File: config.mk
export PLATFORM = sky130hd
export DESIGN_NAME = i2s_receiver
export DESIGN_NICKNAME = d
export VERILOG_FILES = /design/src/rtl/i2s_pkg.sv /design/src/rtl/i2s_edge_sync.sv /design/src/rtl/i2s_receiver.sv
export SDC_FILE = /design/constraint.sdc
export NUM_CORES = 1
export LEC_CHECK = 0
export ABC_AREA = 1
export CAP_MARGIN = 20
export CORE_AREA = 2 2 89 91
export CTS_CLUSTER_DIAMETER = 150
export DETAILED_ROUTE_END_ITERATION = 16
export DIE_AREA = 0 0 91 93
export GPL_TIMING_DRIVEN = 0
export PLACE_DENSITY = 0.88
export REMOVE_ABC_BUFFERS = 1
export SLEW_MARGIN = 15
export SYNTH_ARGS = -nofsm -noshare
export SYNTH_HDL_FRONTEND = slang
export SYNTH_HIERARCHICAL = 1
export SYNTH_SLANG_ARGS = --single-unit
File: constraint.sdc
create_clock -name CLK -period 2.9 [get_ports CLK]
set_input_delay 0.725 -clock CLK [delete_from_list [all_inputs] [get_ports CLK]]
set_output_delay 0.725 -clock CLK [all_outputs]
set_load 0.01 [all_outputs]
File: src/rtl/i2s_pkg.sv
// i2s_pkg: shared receiver state encoding, channel codes and default sample width
package i2s_pkg;
  typedef enum logic [1:0] {IDLE, LEFT, RIGHT} rx_state_t;
  localparam logic I2S_LEFT = 1'b0;
  localparam logic I2S_RIGHT = 1'b1;
  localparam int I2S_SAMPLE_WIDTH = 16;
endpackage

File: src/rtl/i2s_edge_sync.sv
// i2s_edge_sync: synchronises SCK/WS/DATA onto CLK and flags SCK rising edges
module i2s_edge_sync #(
  parameter int SYNC_STAGES = 2
) (
  input  logic CLK,
  input  logic Reset,
  input  logic i_sck,
  input  logic i_ws,
  input  logic i_data,
  output logic o_sck_rise,
  output logic o_ws_s,
  output logic o_data_s
);
  logic [SYNC_STAGES-1:0] r_sck, r_ws, r_data;
  logic r_sck_prev;
  // WS and DATA are re-registered so they stay aligned with the registered rise flag
  always_ff @(posedge CLK) begin
    if (Reset) begin
      r_sck <= '0;
      r_ws <= '0;
      r_data <= '0;
      r_sck_prev <= 1'b0;
      o_sck_rise <= 1'b0;
      o_ws_s <= 1'b0;
      o_data_s <= 1'b0;
    end else begin
      r_sck <= {r_sck[SYNC_STAGES-2:0], i_sck};
      r_ws <= {r_ws[SYNC_STAGES-2:0], i_ws};
      r_data <= {r_data[SYNC_STAGES-2:0], i_data};
      r_sck_prev <= r_sck[SYNC_STAGES-1];
      o_sck_rise <= r_sck[SYNC_STAGES-1] & ~r_sck_prev;
      o_ws_s <= r_ws[SYNC_STAGES-1];
      o_data_s <= r_data[SYNC_STAGES-1];
    end
  end
endmodule

File: src/rtl/i2s_receiver.sv
// i2s_receiver: I2S slave receiver emitting stereo frames over valid/ready.
// Optional clock-loss watchdog and ClockLost port enabled by I2S_RX_TIMEOUT_EN.
module i2s_receiver
  import i2s_pkg::*;
#(
  parameter int SAMPLE_WIDTH = I2S_SAMPLE_WIDTH,
  parameter int SYNC_STAGES = 2
`ifdef I2S_RX_TIMEOUT_EN
  , parameter int TIMEOUT_CYCLES = 1024
`endif
) (
  input  logic                    CLK,
  input  logic                    Reset,
  input  logic                    ADC_I2S_CLK,
  input  logic                    ADC_I2S_WS,
  input  logic                    ADC_I2S_DATA,
  output logic [SAMPLE_WIDTH-1:0] SampleLeft,
  output logic [SAMPLE_WIDTH-1:0] SampleRight,
  output logic                    SampleValid,
  input  logic                    SampleReady,
  output logic                    Locked,
  output logic                    Overrun,
  input  logic                    OverrunClear
`ifdef I2S_RX_TIMEOUT_EN
  , output logic                  ClockLost
`endif
);
  localparam int W = SAMPLE_WIDTH;
  localparam int CW = 6;
  logic w_rise, w_ws, w_data, w_edge, w_take, w_emit, w_to;
  logic [CW-1:0] r_cnt, w_n;
  logic [W-1:0] r_sh, r_lw, w_sh, w_word;
  logic r_ws_prev;
  rx_state_t r_state, w_state_n;

  i2s_edge_sync #(.SYNC_STAGES(SYNC_STAGES)) u_sync (
    .CLK(CLK), .Reset(Reset), .i_sck(ADC_I2S_CLK), .i_ws(ADC_I2S_WS), .i_data(ADC_I2S_DATA),
    .o_sck_rise(w_rise), .o_ws_s(w_ws), .o_data_s(w_data)
  );

  assign w_edge = w_rise & (w_ws ^ r_ws_prev);
  assign w_take = r_cnt < CW'(W);
  assign w_sh = w_take ? {r_sh[W-2:0], w_data} : r_sh;
  assign w_n = w_take ? r_cnt + 1'b1 : r_cnt;
  // left-justify short slots so missing LSBs read as zero
  assign w_word = w_sh << (CW'(W) - w_n);
  assign w_emit = w_edge & (r_state == RIGHT);

`ifdef I2S_RX_TIMEOUT_EN
  localparam int TW = $clog2(TIMEOUT_CYCLES) + 1;
  logic [TW-1:0] r_to;
  assign w_to = (r_to == TW'(TIMEOUT_CYCLES - 1)) & ~w_rise;
`else
  assign w_to = 1'b0;
`endif

  always_comb begin
    w_state_n = r_state;
    if (w_edge) w_state_n = r_state == LEFT ? RIGHT : (r_state == RIGHT || w_ws == I2S_LEFT) ? LEFT : IDLE;
    if (w_to) w_state_n = IDLE;
  end

  always_ff @(posedge CLK) begin
    if (Reset) r_state <= IDLE;
    else r_state <= w_state_n;
  end

  always_ff @(posedge CLK) begin
    if (Reset) begin
      r_cnt <= '0;
      r_sh <= '0;
      r_lw <= '0;
      r_ws_prev <= 1'b0;
      SampleLeft <= '0;
      SampleRight <= '0;
      SampleValid <= 1'b0;
      Locked <= 1'b0;
      Overrun <= 1'b0;
    end else begin
      if (w_rise) begin
        r_ws_prev <= w_ws;
        r_cnt <= w_edge ? '0 : w_n;
        r_sh <= w_edge ? '0 : w_sh;
      end
      if (w_edge && r_state == LEFT) begin
        r_lw <= w_word;
        Locked <= 1'b1;
      end
      if (w_emit && (!SampleValid || SampleReady)) begin
        SampleLeft <= r_lw;
        SampleRight <= w_word;
        SampleValid <= 1'b1;
      end else if (SampleValid && SampleReady) SampleValid <= 1'b0;
      Overrun <= (w_emit & SampleValid & ~SampleReady) | (Overrun & ~OverrunClear);
      if (w_to) begin
        r_cnt <= '0;
        r_sh <= '0;
        Locked <= 1'b0;
      end
    end
  end

`ifdef I2S_RX_TIMEOUT_EN
  always_ff @(posedge CLK) begin
    if (Reset) begin
      r_to <= '0;
      ClockLost <= 1'b0;
    end else begin
      r_to <= (w_rise || w_to) ? '0 : r_to + 1'b1;
      if (w_to) ClockLost <= 1'b1;
    end
  end
`endif
endmodule
* Yosys cells after proc, flatten, opt, wreduce, memory -nomap -nowiden
Index checks and enable logic that the tools add are counted.
** Word-level totals
- Bits in registers :: 86
- Input bits :: 7
- Word-level logic and storage cells :: 50
** Operators by class
- Add/sub/neg operators :: 2
- Magnitude comparators :: 1
- Eq/ne operators :: 2
- Shifts and indexed selects :: 1
- Multiplexer cells :: 8
- Bitwise gates (word level) :: 12
- Reduce and logical (&&, ||, !) cells :: 7
** Operators with widths (count)
- 16-bit two-way mux :: 2
- 16-bit by 6-bit left shift with 16-bit output :: 1
- 6-bit two-way mux :: 2
- 6-bit by 1-bit adder with 6-bit output (second input constant) :: 1
- 1-bit AND :: 6
- 6-bit by 5-bit < comparator with 1-bit output (second input constant) :: 1
- 5-bit by 6-bit subtractor with 6-bit output (first input constant) :: 1
- 1-bit inverter :: 4
- 1-bit logical AND :: 3
- 1-bit two-way mux :: 3
- 2-bit by 1-bit == test with 1-bit output (second input constant) :: 1
- 2-bit == test (second input constant) :: 1
- 1-bit logical OR :: 2
- 2-bit two-way mux :: 1
- 2-bit nonzero test :: 1
- 1-bit zero test :: 1
- 1-bit bitwise OR :: 1
- 1-bit XOR :: 1

* Longest topological paths before layout
Gate-level depths: netlist of run 1.
- Depth after elaboration :: 6
- Gate-level depth with buffers :: 19
- Gate-level depth less buffers :: 19

* Cells and area by module
Netlist of run 1, hierarchy kept.
** Modules (own cells, without submodules)
- i2s_receiver :: instances 1, cells each 585, area each 3863.7 um^2
- i2s_edge_sync :: instances 1, cells each 31, area each 291.5 um^2

* Worst setup path before layout of run 1
OpenSTA, ideal clock, no wires.
- Path kind :: register -> register
- From :: register r_cnt[5]
- To :: register r_lw[9]
- Library setup time :: 0.128 ns
- Arrival :: 2.078 ns
- Setup slack :: 0.693 ns
- Stages on the path, launching flop included :: 14
- Clock period less this slack :: 2.207 ns
- Path through :: dfxtp_1 > inv_2 > nand2_4 > nand2_2 > nand2_4 > buf_2 > ha_1 > xor2_2 > inv_1 > buf_1 > nand3_1 > nand3_1 > nand2_1 > a21oi_1
** Between the ends
- Word-level cells in the longest chain between the ends :: 4
** Ends and longest elaborated chain
- from (decl) :: line i2s_receiver.sv:31 : logic [CW-1:0] r_cnt, w_n;
- from (signal assigned) :: line i2s_receiver.sv:82 : r_cnt <= w_edge ? '0 : w_n;
- 6-bit by 1-bit adder with 6-bit output or 6-bit by 5-bit < comparator with 1-bit output (tied branches) :: line i2s_receiver.sv:44, i2s_receiver.sv:42
- 6-bit two-way mux :: line i2s_receiver.sv:44 : assign w_n = w_take ? r_cnt + 1'b1 : r_cnt;
- 5-bit by 6-bit subtractor with 6-bit output :: line i2s_receiver.sv:46 : assign w_word = w_sh << (CW'(W) - w_n);
- 16-bit by 6-bit left shift with 16-bit output * :: line i2s_receiver.sv:46
- to (signal assigned) :: line i2s_receiver.sv:86 : r_lw <= w_word;
- to (decl) :: line i2s_receiver.sv:32 : logic [W-1:0] r_sh, r_lw, w_sh, w_word;
Every way passes the cells marked *; elsewhere a longest branch is shown, timed or not.
A chain may end at the register's enable or synchronous reset.

==> results.ini, run 1 <==
[worst_setup_path]
cp.arrival_ns = 2.92
reg2reg_from = r_cnt[4]$_SDFFE_PP0P_
crit_family = buffers and inverters
cpMaxStageDelayCell = clkinv_1
start_kind = primary input
slowest_delay_ns = 1.05
crit_chain = buf_2 -> clkinv_1 -> o21ai_0 -> a21oi_1
r2r_slack_ns = 0.29
worstPathMaxFanout = 45
cp.required_ns = 3.14
rr_endpoint = r_lw[14]$_SDFFE_PP0P_
crit_path_start = Reset
crit_buf_inv = 2
crit_type = primary input to flop
crit_path_end_kind = flop
r2r_cells = 14

[clock_tree]
cts_tree = built
cts_max_level = 3
cts_made_buffers = 9
clk_path_buf_depth = 2
hold_buffers = 0
root_buffer = clkbuf_8
clk_pin_slew_worst_paths_ns = 0.09
clkSinkCount = 86
clock_latency_ns = 0.35

[hold_path]
hp-class = flop to flop
whs_path_depth = 2
hold_start = u_sync/r_data[0]$_SDFF_PP0_
min_to = u_sync/r_data[1]$_SDFF_PP0_

[die]
num_io_pins = 42
die_x_um = 91
die_y_um = 93
die_area_um2 = 8460
core.rowCount = 32
core-area_um2 = 7530
initial_core_util_pct = 55.2

[final_layout]
layout_commonest_cell = nand2_1
layout-drive-gt1-share_pct = 9.01
fin_nets = 659
design_area_um2 = 4890
final_cell_mix = 150 x nand2_1, 85 x dfxtp_1, 70 x nand3_1, 68 x nor2_1, 56 x o21ai_0
antenna_cells = 0
syn2layout_area_growth_pct = 17.7

[yosys]
ys_ff_latch = 86
ys_warn_count = 6
synth_area_um2 = 4160
synth_cell_type_count = 32
synthCells = 616
syn-mean-instance-area_um2 = 6.75
synth.yosys.seq_area_share_pct = 41.4

[drt]
num_vias = 4119
drt_wl_total_um = 9890
drt_iter0_markers = 369
avgRoutedWirePerCell_um = 13.1
drt-vias-per-instance = 5.44
drc = 0
firstDrtPassIters = 5
ant_nets = 0

[sta]
setup_tns_ns = 0
relSlewSlack_pct = 31.9
hold_violations = 0
fin_crit_ns = 2.69
setup-violations-final = 0
whs_ns = 0.406
finalMaxSlewViolations = 0
fmax_mhz = 372
period_share_pct = 92.6
tightest_slew_ns = 1.02
skew_ns = 0.0108

[power]
leakagePower_nw = 2.02
vdd_ir_drop_max_v = 0.000458
finalPower_w = 0.00215
p_per_area_nw_per_um2 = 440

[run]
drv_cap = 0

[global_routing]
antenna_found_initial = 0
grt_pass1_wl_um = 16500
grt_overflow = 0
first_global_vias = 3764
grt_start_max_net_pins = 48
grtUsageTotal_pct = 23.4

[placement]
post_dp_cell_area_um2 = 4560
gp_congestion = 0.934
dp_hpwl_um = 6420
port_buffers = 41

[outcome]
outcome = finished, final reports clean

[timing repair]
item                                    in CTS  in global routing
setup buffers                                0                 12
gates resized for setup                      6                  3
endpoints found under the setup margin      26                 26
pin swaps                                    0                  3
cloned                                       1                  0
[metal layers]
metal,vias to the layer above,GRT usage [%],part of all wire (%)
met2,139,40.3,50
met1,1907,28.5,43
met4,0,7.45,1.5
met5,-,0,0
met3,18,6.20,5.8
li1,2055,-,-
[cells by family (layout without fill, tap and decap cells)]
logic type | Yosys count | in the layout | synth area share (%)
AO/OA/AOI/OAI | 116 | 116 | 14.5
AND/OR/NAND/NOR | 320 | 320 | 33.6
flip-flops | 86 | 86 | 41.4
adder cells (fa/ha/maj) | 2 | 2 | 0.602
buffers and inverters | 89 | 128 | 9.00
XOR/XNOR | 3 | 3 | 0.813
[power breakdown]
part	total [W]	internal [W]	switching, W
clock	0.000836	0.000403	0.000434
sequential	0.00119	0.00119	0.00000310
combinational	0.000126	0.0000396	0.0000864
total	0.00215	0.00163	0.000523
[cell type report]
class                      count  area, µm²
clock buffer                  10        128
fill                         664       2640
tap                          102        128
clock inverter                 6       70.1
timing repair buffer          55        527
timing repair inverter         1       7.51
multi-input combinational    441       2100
sequential                    86       1720
inverter                      56        214
[tightest hold or removal path, delay by kind of cell, from the launching register on]
family	cells	cell delay (ns)
AND/OR/NAND/NOR	1	0.03
flip-flops	1	0.30
buffers and inverters	1	0.04
[Yosys cell counts, drive strengths merged]
| cell type | count | area [µm²] |
|---|---|---|
| nand2 | 161 | 644 |
| dfxtp | 86 | 1720 |
| nor2 | 74 | 293 |
| nand3 | 73 | 388 |
| o21ai | 57 | 285 |
| inv | 54 | 203 |
| a21oi | 51 | 259 |
| clkbuf | 20 | 75.1 |
| buf | 13 | 88.8 |
| nand4 | 10 | 62.6 |
| o21a | 5 | 37.5 |
| clkinv | 2 | 7.51 |
| ha | 2 | 25.0 |
| nor3 | 2 | 10.0 |
| xor2 | 2 | 25.0 |
| a211oi | 1 | 7.51 |
| a22oi | 1 | 7.51 |
| o22ai | 1 | 6.26 |
| xnor2 | 1 | 8.76 |
[registers in the layout (all words and copies together), names as in the netlist]
| signal | cells |
|---|---|
| SampleLeft | 16 |
| SampleRight | 16 |
| r_lw | 16 |
| r_sh | 16 |
| r_cnt | 6 |
| r_state | 2 |
| u_sync/r_data | 2 |
| u_sync/r_sck | 2 |
| u_sync/r_ws | 2 |
| Locked | 1 |
| Overrun | 1 |
| SampleValid | 1 |
| r_ws_prev | 1 |
| u_sync/o_data_s | 1 |
| u_sync/o_sck_rise | 1 |
| u_sync/o_ws_s | 1 |
| u_sync/r_sck_prev | 1 |
[metrics by stage]
step	worst slack (ns)	util, %	cells
6_report	0.215	65.0	757
4_1_cts	0.147	63.7	745
3_3_place_gp	-1.59	60.2	726
3_5_place_dp	-0.129	60.6	728
2_1_floorplan	-0.162	-	583
5_1_grt	-0.0121	65.0	757
[worst max-delay path by stage]
stage / end / slack [ns] / cells after the start
6_report: SampleRight[8]$_SDFFE_PP0P_ / 0.21 / 4
5_1_grt: SampleRight[8]$_SDFFE_PP0P_ / -0.01 / 4
4_1_cts: r_lw[10]$_SDFFE_PP0P_ / 0.15 / 11
3_5_place_dp: SampleRight[14]$_SDFFE_PP0P_ / -0.13 / 14
3_3_place_gp: SampleLeft[12]$_SDFFE_PP0P_ / -1.59 / 6
2_1_floorplan: SampleLeft[0]$_SDFFE_PP0P_ / -0.16 / 7
Note: power is estimated with default switching activity, not from simulation.
==> run 2, diff against run 1 <==
CAP_MARGIN = unset   (was 20)
GPL_TIMING_DRIVEN = unset   (was 0)
==> run 2 against run 1 <==
Clock-buffer cell count increased by 1. Critical path type is now flop to flop. Flip-flop and latch count unchanged. Largest power group unchanged. Cell area decreased by 0.82%. Sequential share of layout area increased by 0.26 points.
==> results.ini, run 2 (synthesis gave the netlist of run 1 again) <==
[outcome]
outcome = finished, final reports clean

[sta]
setup_tns_ns = 0  ; unchanged
rsz0062_at_grt = no
whs_ns = 0.401  ; -0.00519 ns
relSlewSlack_pct = 55.6  ; +24 points
fin_crit_ns = 2.62  ; -0.0612 ns
setup-violations-final = 0  ; unchanged
tightest_slew_ns = 0.666  ; -0.350 ns
hold_violations = 0  ; unchanged
period_share_pct = 90.5  ; -2.1 points
fmax_mhz = 381  ; +2.3%
skew_ns = 0.0124  ; +0.00160 ns
finalMaxSlewViolations = 0  ; unchanged

[worst_setup_path]
start_kind = flop
r2r_cells = 12  ; -2
worstPathMaxFanout = 18  ; -60%
rr_endpoint = r_lw[15]$_SDFFE_PP0P_
cp.arrival_ns = 2.87  ; -0.05 ns
r2r_slack_ns = 0.28  ; about the same
crit_type = flop to flop
cp.required_ns = 3.15  ; about the same
crit_path_end_kind = flop
reg2reg_from = r_cnt[5]$_SDFFE_PP0P_

[clock_tree]
cts_tree = built
clk_pin_slew_worst_paths_ns = 0.08  ; about the same
clk_path_buf_depth = 2  ; unchanged
root_buffer = clkbuf_8
clkSinkCount = 86  ; unchanged
cts_max_level = 3  ; unchanged
cts_resized = 0  ; -6
cts_made_buffers = 9  ; unchanged
cts_setup_buffers = 0  ; unchanged
clock_latency_ns = 0.35  ; about the same
hold_buffers = 0  ; unchanged

[placement]
post_dp_cell_area_um2 = 4610  ; +0.96%
gp_congestion = 0.918  ; -1.7%
dp.cells = 736  ; +1.1%
dp_hpwl_um = 6810  ; +6.1%
port_buffers = 41  ; unchanged

[power]
p_clk_share_pct = 43.6  ; +4.7 points
p_comb_share_pct = 5.2  ; -0.7 points
seqPwrFrac_pct = 51.2  ; -4.1 points
leakagePower_nw = 2.04  ; +0.85%
p_per_area_nw_per_um2 = 479  ; +8.9%
power.switching_w = 0.000501  ; -4.3%
p_int_w = 0.00182  ; +12%
sw_frac_of_total_pct = 21.6  ; -2.8 points
vdd_ir_drop_max_v = 0.000353  ; -23%

[drt]
drt_wl_total_um = 9780  ; -1.1%
ant_nets = 0  ; unchanged
drc = 0  ; unchanged
avgRoutedWirePerCell_um = 13.0  ; -0.41%
num_vias = 4016  ; -2.5%
drt-vias-per-instance = 5.34  ; -1.9%
firstDrtPassIters = 5  ; unchanged
drt_iter0_markers = 345  ; -6.5%

[global_routing]
grt_overflow = 0  ; unchanged
grt_pass1_wl_um = 17000  ; +3.5%
antenna_found_initial = 0  ; unchanged
grtUsageTotal_pct = 24.4  ; +1.0 points
grt_start_max_net_pins = 49  ; +2.1%
first_global_vias = 3761  ; -0.080%

[hold_path]
hold_start = u_sync/r_sck_prev$_SDFF_PP0_
hp-class = flop to flop
whs_path_depth = 1  ; -1
min_to = u_sync/o_sck_rise$_SDFF_PP0_

[final_layout]
antenna_cells = 0  ; unchanged
final_cell_mix = 151 x nand2_1, 86 x dfxtp_1, 70 x nand3_1, 69 x nor2_1, 56 x o21ai_0
layout_commonest_cell = nand2_1
syn2layout_area_growth_pct = 16.8
fin_cells = 752  ; -0.66%
layout-drive-gt1-share_pct = 7.38  ; -1.6 points
design_area_um2 = 4850  ; -0.82%
fin_nets = 654  ; -0.76%

[die]
die_area_um2 = 8460  ; unchanged
die_x_um = 91  ; unchanged
initial_core_util_pct = 55.2  ; unchanged
core-area_um2 = 7530  ; unchanged
die_y_um = 93  ; unchanged
core.rowCount = 32  ; unchanged
num_io_pins = 42  ; unchanged

[run]
drv_cap = 0  ; unchanged

run 2: changes by cell type in the layout (fill, tap and decap cells not counted), sizes merged:
cell	previous run	this run
clkbuf	10	11
clkinvlp	5	0
bufinv	1	3
buf	15	10
inv	54	55
clkdlybuf4s50	40	41
run 2: worst max path at each step:
stage,from,to,slack (ns)
3_5_place_dp,r_cnt[5]$_SDFFE_PP0P_,SampleRight[12]$_SDFFE_PP0P_,0.35
3_3_place_gp,r_cnt[5]$_SDFFE_PP0P_,SampleRight[15]$_SDFFE_PP0P_,0.41
6_report,r_cnt[5]$_SDFFE_PP0P_,r_lw[15]$_SDFFE_PP0P_,0.28
2_1_floorplan,u_sync/o_sck_rise$_SDFF_PP0_,SampleLeft[0]$_SDFFE_PP0P_,-0.16
5_1_grt,r_cnt[0]$_SDFFE_PP0P_,r_lw[10]$_SDFFE_PP0P_,0.02
4_1_cts,r_cnt[0]$_SDFFE_PP0P_,r_lw[10]$_SDFFE_PP0P_,0.33
run 2: worst max-delay path, cell delays in order (launching register included):
cell,delay (ns)
dfxtp_1,0.37
nor2_4,0.35
nand2_2,0.15
nand2_4,0.21
clkinv_1,0.46
nand4_1,0.34
nand3_1,0.15
nand2_1,0.11
nand2_1,0.09
nand3_1,0.12
nand3_1,0.08
nand2_1,0.07
inv_1,0.03
run 2: per-layer routing:
metal	routed length (µm)	GRT usage (%)
met1	4280	30.3
met5	0	0
met4	261	9.97
met2	4740	41.4
met3	497	5.08
run 2: power groups by stage:
stage	registers (W)	logic (W)	clock network (W)
4_1_cts	0.00119	0.000120	0.00103
2_1_floorplan	0.00122	0.0000742	0
5_1_grt	0.00119	0.000137	0.00108
6_report	0.00119	0.000121	0.00101
3_5_place_dp	0.00122	0.000119	0
3_3_place_gp	0.00122	0.000119	0
run 2: final cells by class:
type / instances / area (µm²)
Clock buffer: 11 / 141
Clock inverter: 5 / 104
Fill cell: 683 / 2680
Inverter: 56 / 210
Multi-Input combinational cell: 441 / 2060
Sequential cell: 86 / 1720
Tap cell: 102 / 128
Timing Repair Buffer: 51 / 485
run 2: per-stage QoR:
stage | utilization [%] | setup slack (ns) | total power (W)
after floorplan | - | -0.162 | 0.00129
after global placement | 61.2 | 0.408 | 0.00134
after detailed placement | 61.2 | 0.353 | 0.00134
after CTS | 64.5 | 0.330 | 0.00234
after global routing | 64.5 | 0.0189 | 0.00241
final | 64.5 | 0.276 | 0.00232
==> RTL change: new RTL, settings of run 1 <==
The option `I2S_RX_TIMEOUT_EN` is turned on by a define.
--- a/src/rtl/i2s_receiver.sv
+++ b/src/rtl/i2s_receiver.sv
@@ -1,4 +1,6 @@
 // i2s_receiver: I2S slave receiver emitting stereo frames over valid/ready.
 // Optional clock-loss watchdog and ClockLost port enabled by I2S_RX_TIMEOUT_EN.
+`define I2S_RX_TIMEOUT_EN
+
 module i2s_receiver
   import i2s_pkg::*;
Check against the original RTL (old outputs only; new: ClockLost): same outputs for any inputs over 10 cycles, from zero or initial values and one cycle with Reset high; that may be too few to reach the edited logic, so the function may still have changed.
==> RTL change against run 1 <==
  * Area after synthesis is 12% higher
  * Sequential cell count is 12 higher
  * Routed wire length is 13% higher
  * Worst setup slack worse by 0.059 ns
  * Power is 17% higher
  * Count of clock-buffer cells in the layout is 1 higher
  * Cell count is 4.5% higher
  * Sequential share of layout area is 1.0 points higher
  * Cell area is 11% higher
  * Hold slack worse by 0.0011 ns
  * Highest routed layer unchanged
==> RTL change: results (changes against run 1) <==
Min-Delay Endpoint = u_sync/o_sck_rise (was u_sync/r_data[1])
Signal buffers = 47 (was 55)
Number of non-clock inverters in the layout = 65 (was 57)
Vias in the first global route = 4090 (was 3764)
Ranking of synthesized cells by area = dfxtp_1 42%, nand2_1 12%, nand3_1 7.8% (was dfxtp_1 41%, nand2_1 14%, nand3_1 8.4%)
RR Endpoint = r_lw[15] (was r_lw[14])
Unique cell type count in the Yosys netlist = 33 (was 32)
Origin of the critical flop-to-flop path = r_cnt[4] (unchanged)
Slew margin rel. = 37.0% (was 31.9%)
First-pass GRT wire length = 18400 um (was 16500 um)
HP Start = u_sync/r_sck_prev (was u_sync/r_data[0])
Fill cells = 592 (was 664)
Routed WL = 11200 um (was 9890 um)
Post-CTS sizing = 10 (was 6)
IO Port Bufs = 42 (was 41)
Routed vias = 4526 (was 4119)
Min-Delay Path Class = reg2reg (unchanged)
Pre-CTS WS = -0.635 ns (was -0.129 ns)
WHS = 0.405 ns (was 0.406 ns)
Largest net degree at the start of global routing = 34 (was 48)
PnR worst setup slack = 0.156 ns (was 0.215 ns)
Total GRT Usage = 26.3% (was 23.4%)
Worst-Skew Late Latency = 0.37 ns (was 0.35 ns)
Buffering overhead = 9.18% (was 10.8%)
CTS sink count = 98 (was 86)
Reg area = 1960 um2 (was 1720 um2)
Slowest CP cell = clkdlybuf4s50_1 (was clkinv_1)
Final instance area = 5420 um2 (was 4890 um2)
Yosys synthesis warning count = 6 (unchanged)
Async SR Flop Fraction = 0% (unchanged)
Clock buffer cells = 11 (was 10)
VDD IR max = 310 uV (was 458 uV)
Worst Hold Path Cells = 1 (was 2)
Routability congestion estimate = 0.897 (was 0.934)
CP arrival = 3.00 ns (was 2.92 ns)
Post-CTS setup buffer count = 0 (unchanged)
Fraction of area in multi-input gates = 43.2% (was 42.8%)
Placed Area = 5090 um2 (was 4560 um2)
CP max stage delay = 0.90 ns (was 1.05 ns)
R2R Setup Slk = 0.18 ns (was 0.29 ns)
Share of cells above drive strength 1 = 9.29% (was 9.01%)
Post-Place Cells = 769 (was 728)
CP Max Fanout = 30 (was 45)
Skew final = 0.0113 ns (was 0.0108 ns)
Initial antenna violation count = 0 (unchanged)
Layout net count = 694 (was 659)
Seq/Total Area, Yosys = 42.1% (was 41.4%)
LEAKAGE = 2.18 nW (was 2.02 nW)
Hpwl dp = 7380 um (was 6420 um)
Crit path capture = r_to[4] (was SampleRight[8])
Synth cell count leaders = 155 x nand2_1, 98 x dfxtp_1, 73 x nand3_1, 64 x nor2_1, 59 x inv_1 (was 151 x nand2_1, 86 x dfxtp_1, 70 x nand3_1, 70 x nor2_1, 56 x o21ai_0)
Initial DRC Count = 377 (was 369)
Clk cell area share = 4.38% (was 4.04%)
Finished Layout Cells = 791 (was 757)
Status = completed (unchanged)
Multi-input gate count = 463 (was 441)
Synthesized area per cell = 7.07 um2 (was 6.75 um2)
Top_reg_cell synth = dfxtp_1 (unchanged)
R2R depth = 13 (was 14)
RTL change: cell families after synthesis:
kind of cell,Yosys count,share of synthesized area [%]
AOI/OAI and AO/OA,120,14.3
xor gates and xnor gates,7,1.32
adders and majority gates,3,0.805
buffers and inverters,100,9.07
DFF,98,42.1
and+or+nand+nor,331,32.4
RTL change: layer usage:
| layer | part of all wire, % | GRT usage, % | vias up |
|---|---|---|---|
| li1 | - | - | 2204 |
| met1 | 42 | 32.3 | 2074 |
| met2 | 49 | 46.0 | 215 |
| met3 | 6.4 | 3.95 | 33 |
| met4 | 2.8 | 11.2 | 0 |
| met5 | 0 | 0 | - |
RTL change: where the power goes:
| group | switching, mW | leakage [nW] | internal, mW |
|---|---|---|---|
| combinational | 0.0995 | 1.27 | 0.0434 |
| clock | 0.481 | 0.120 | 0.537 |
| sequential | 0.00524 | 0.792 | 1.35 |
| total | 0.586 | 2.18 | 1.94 |
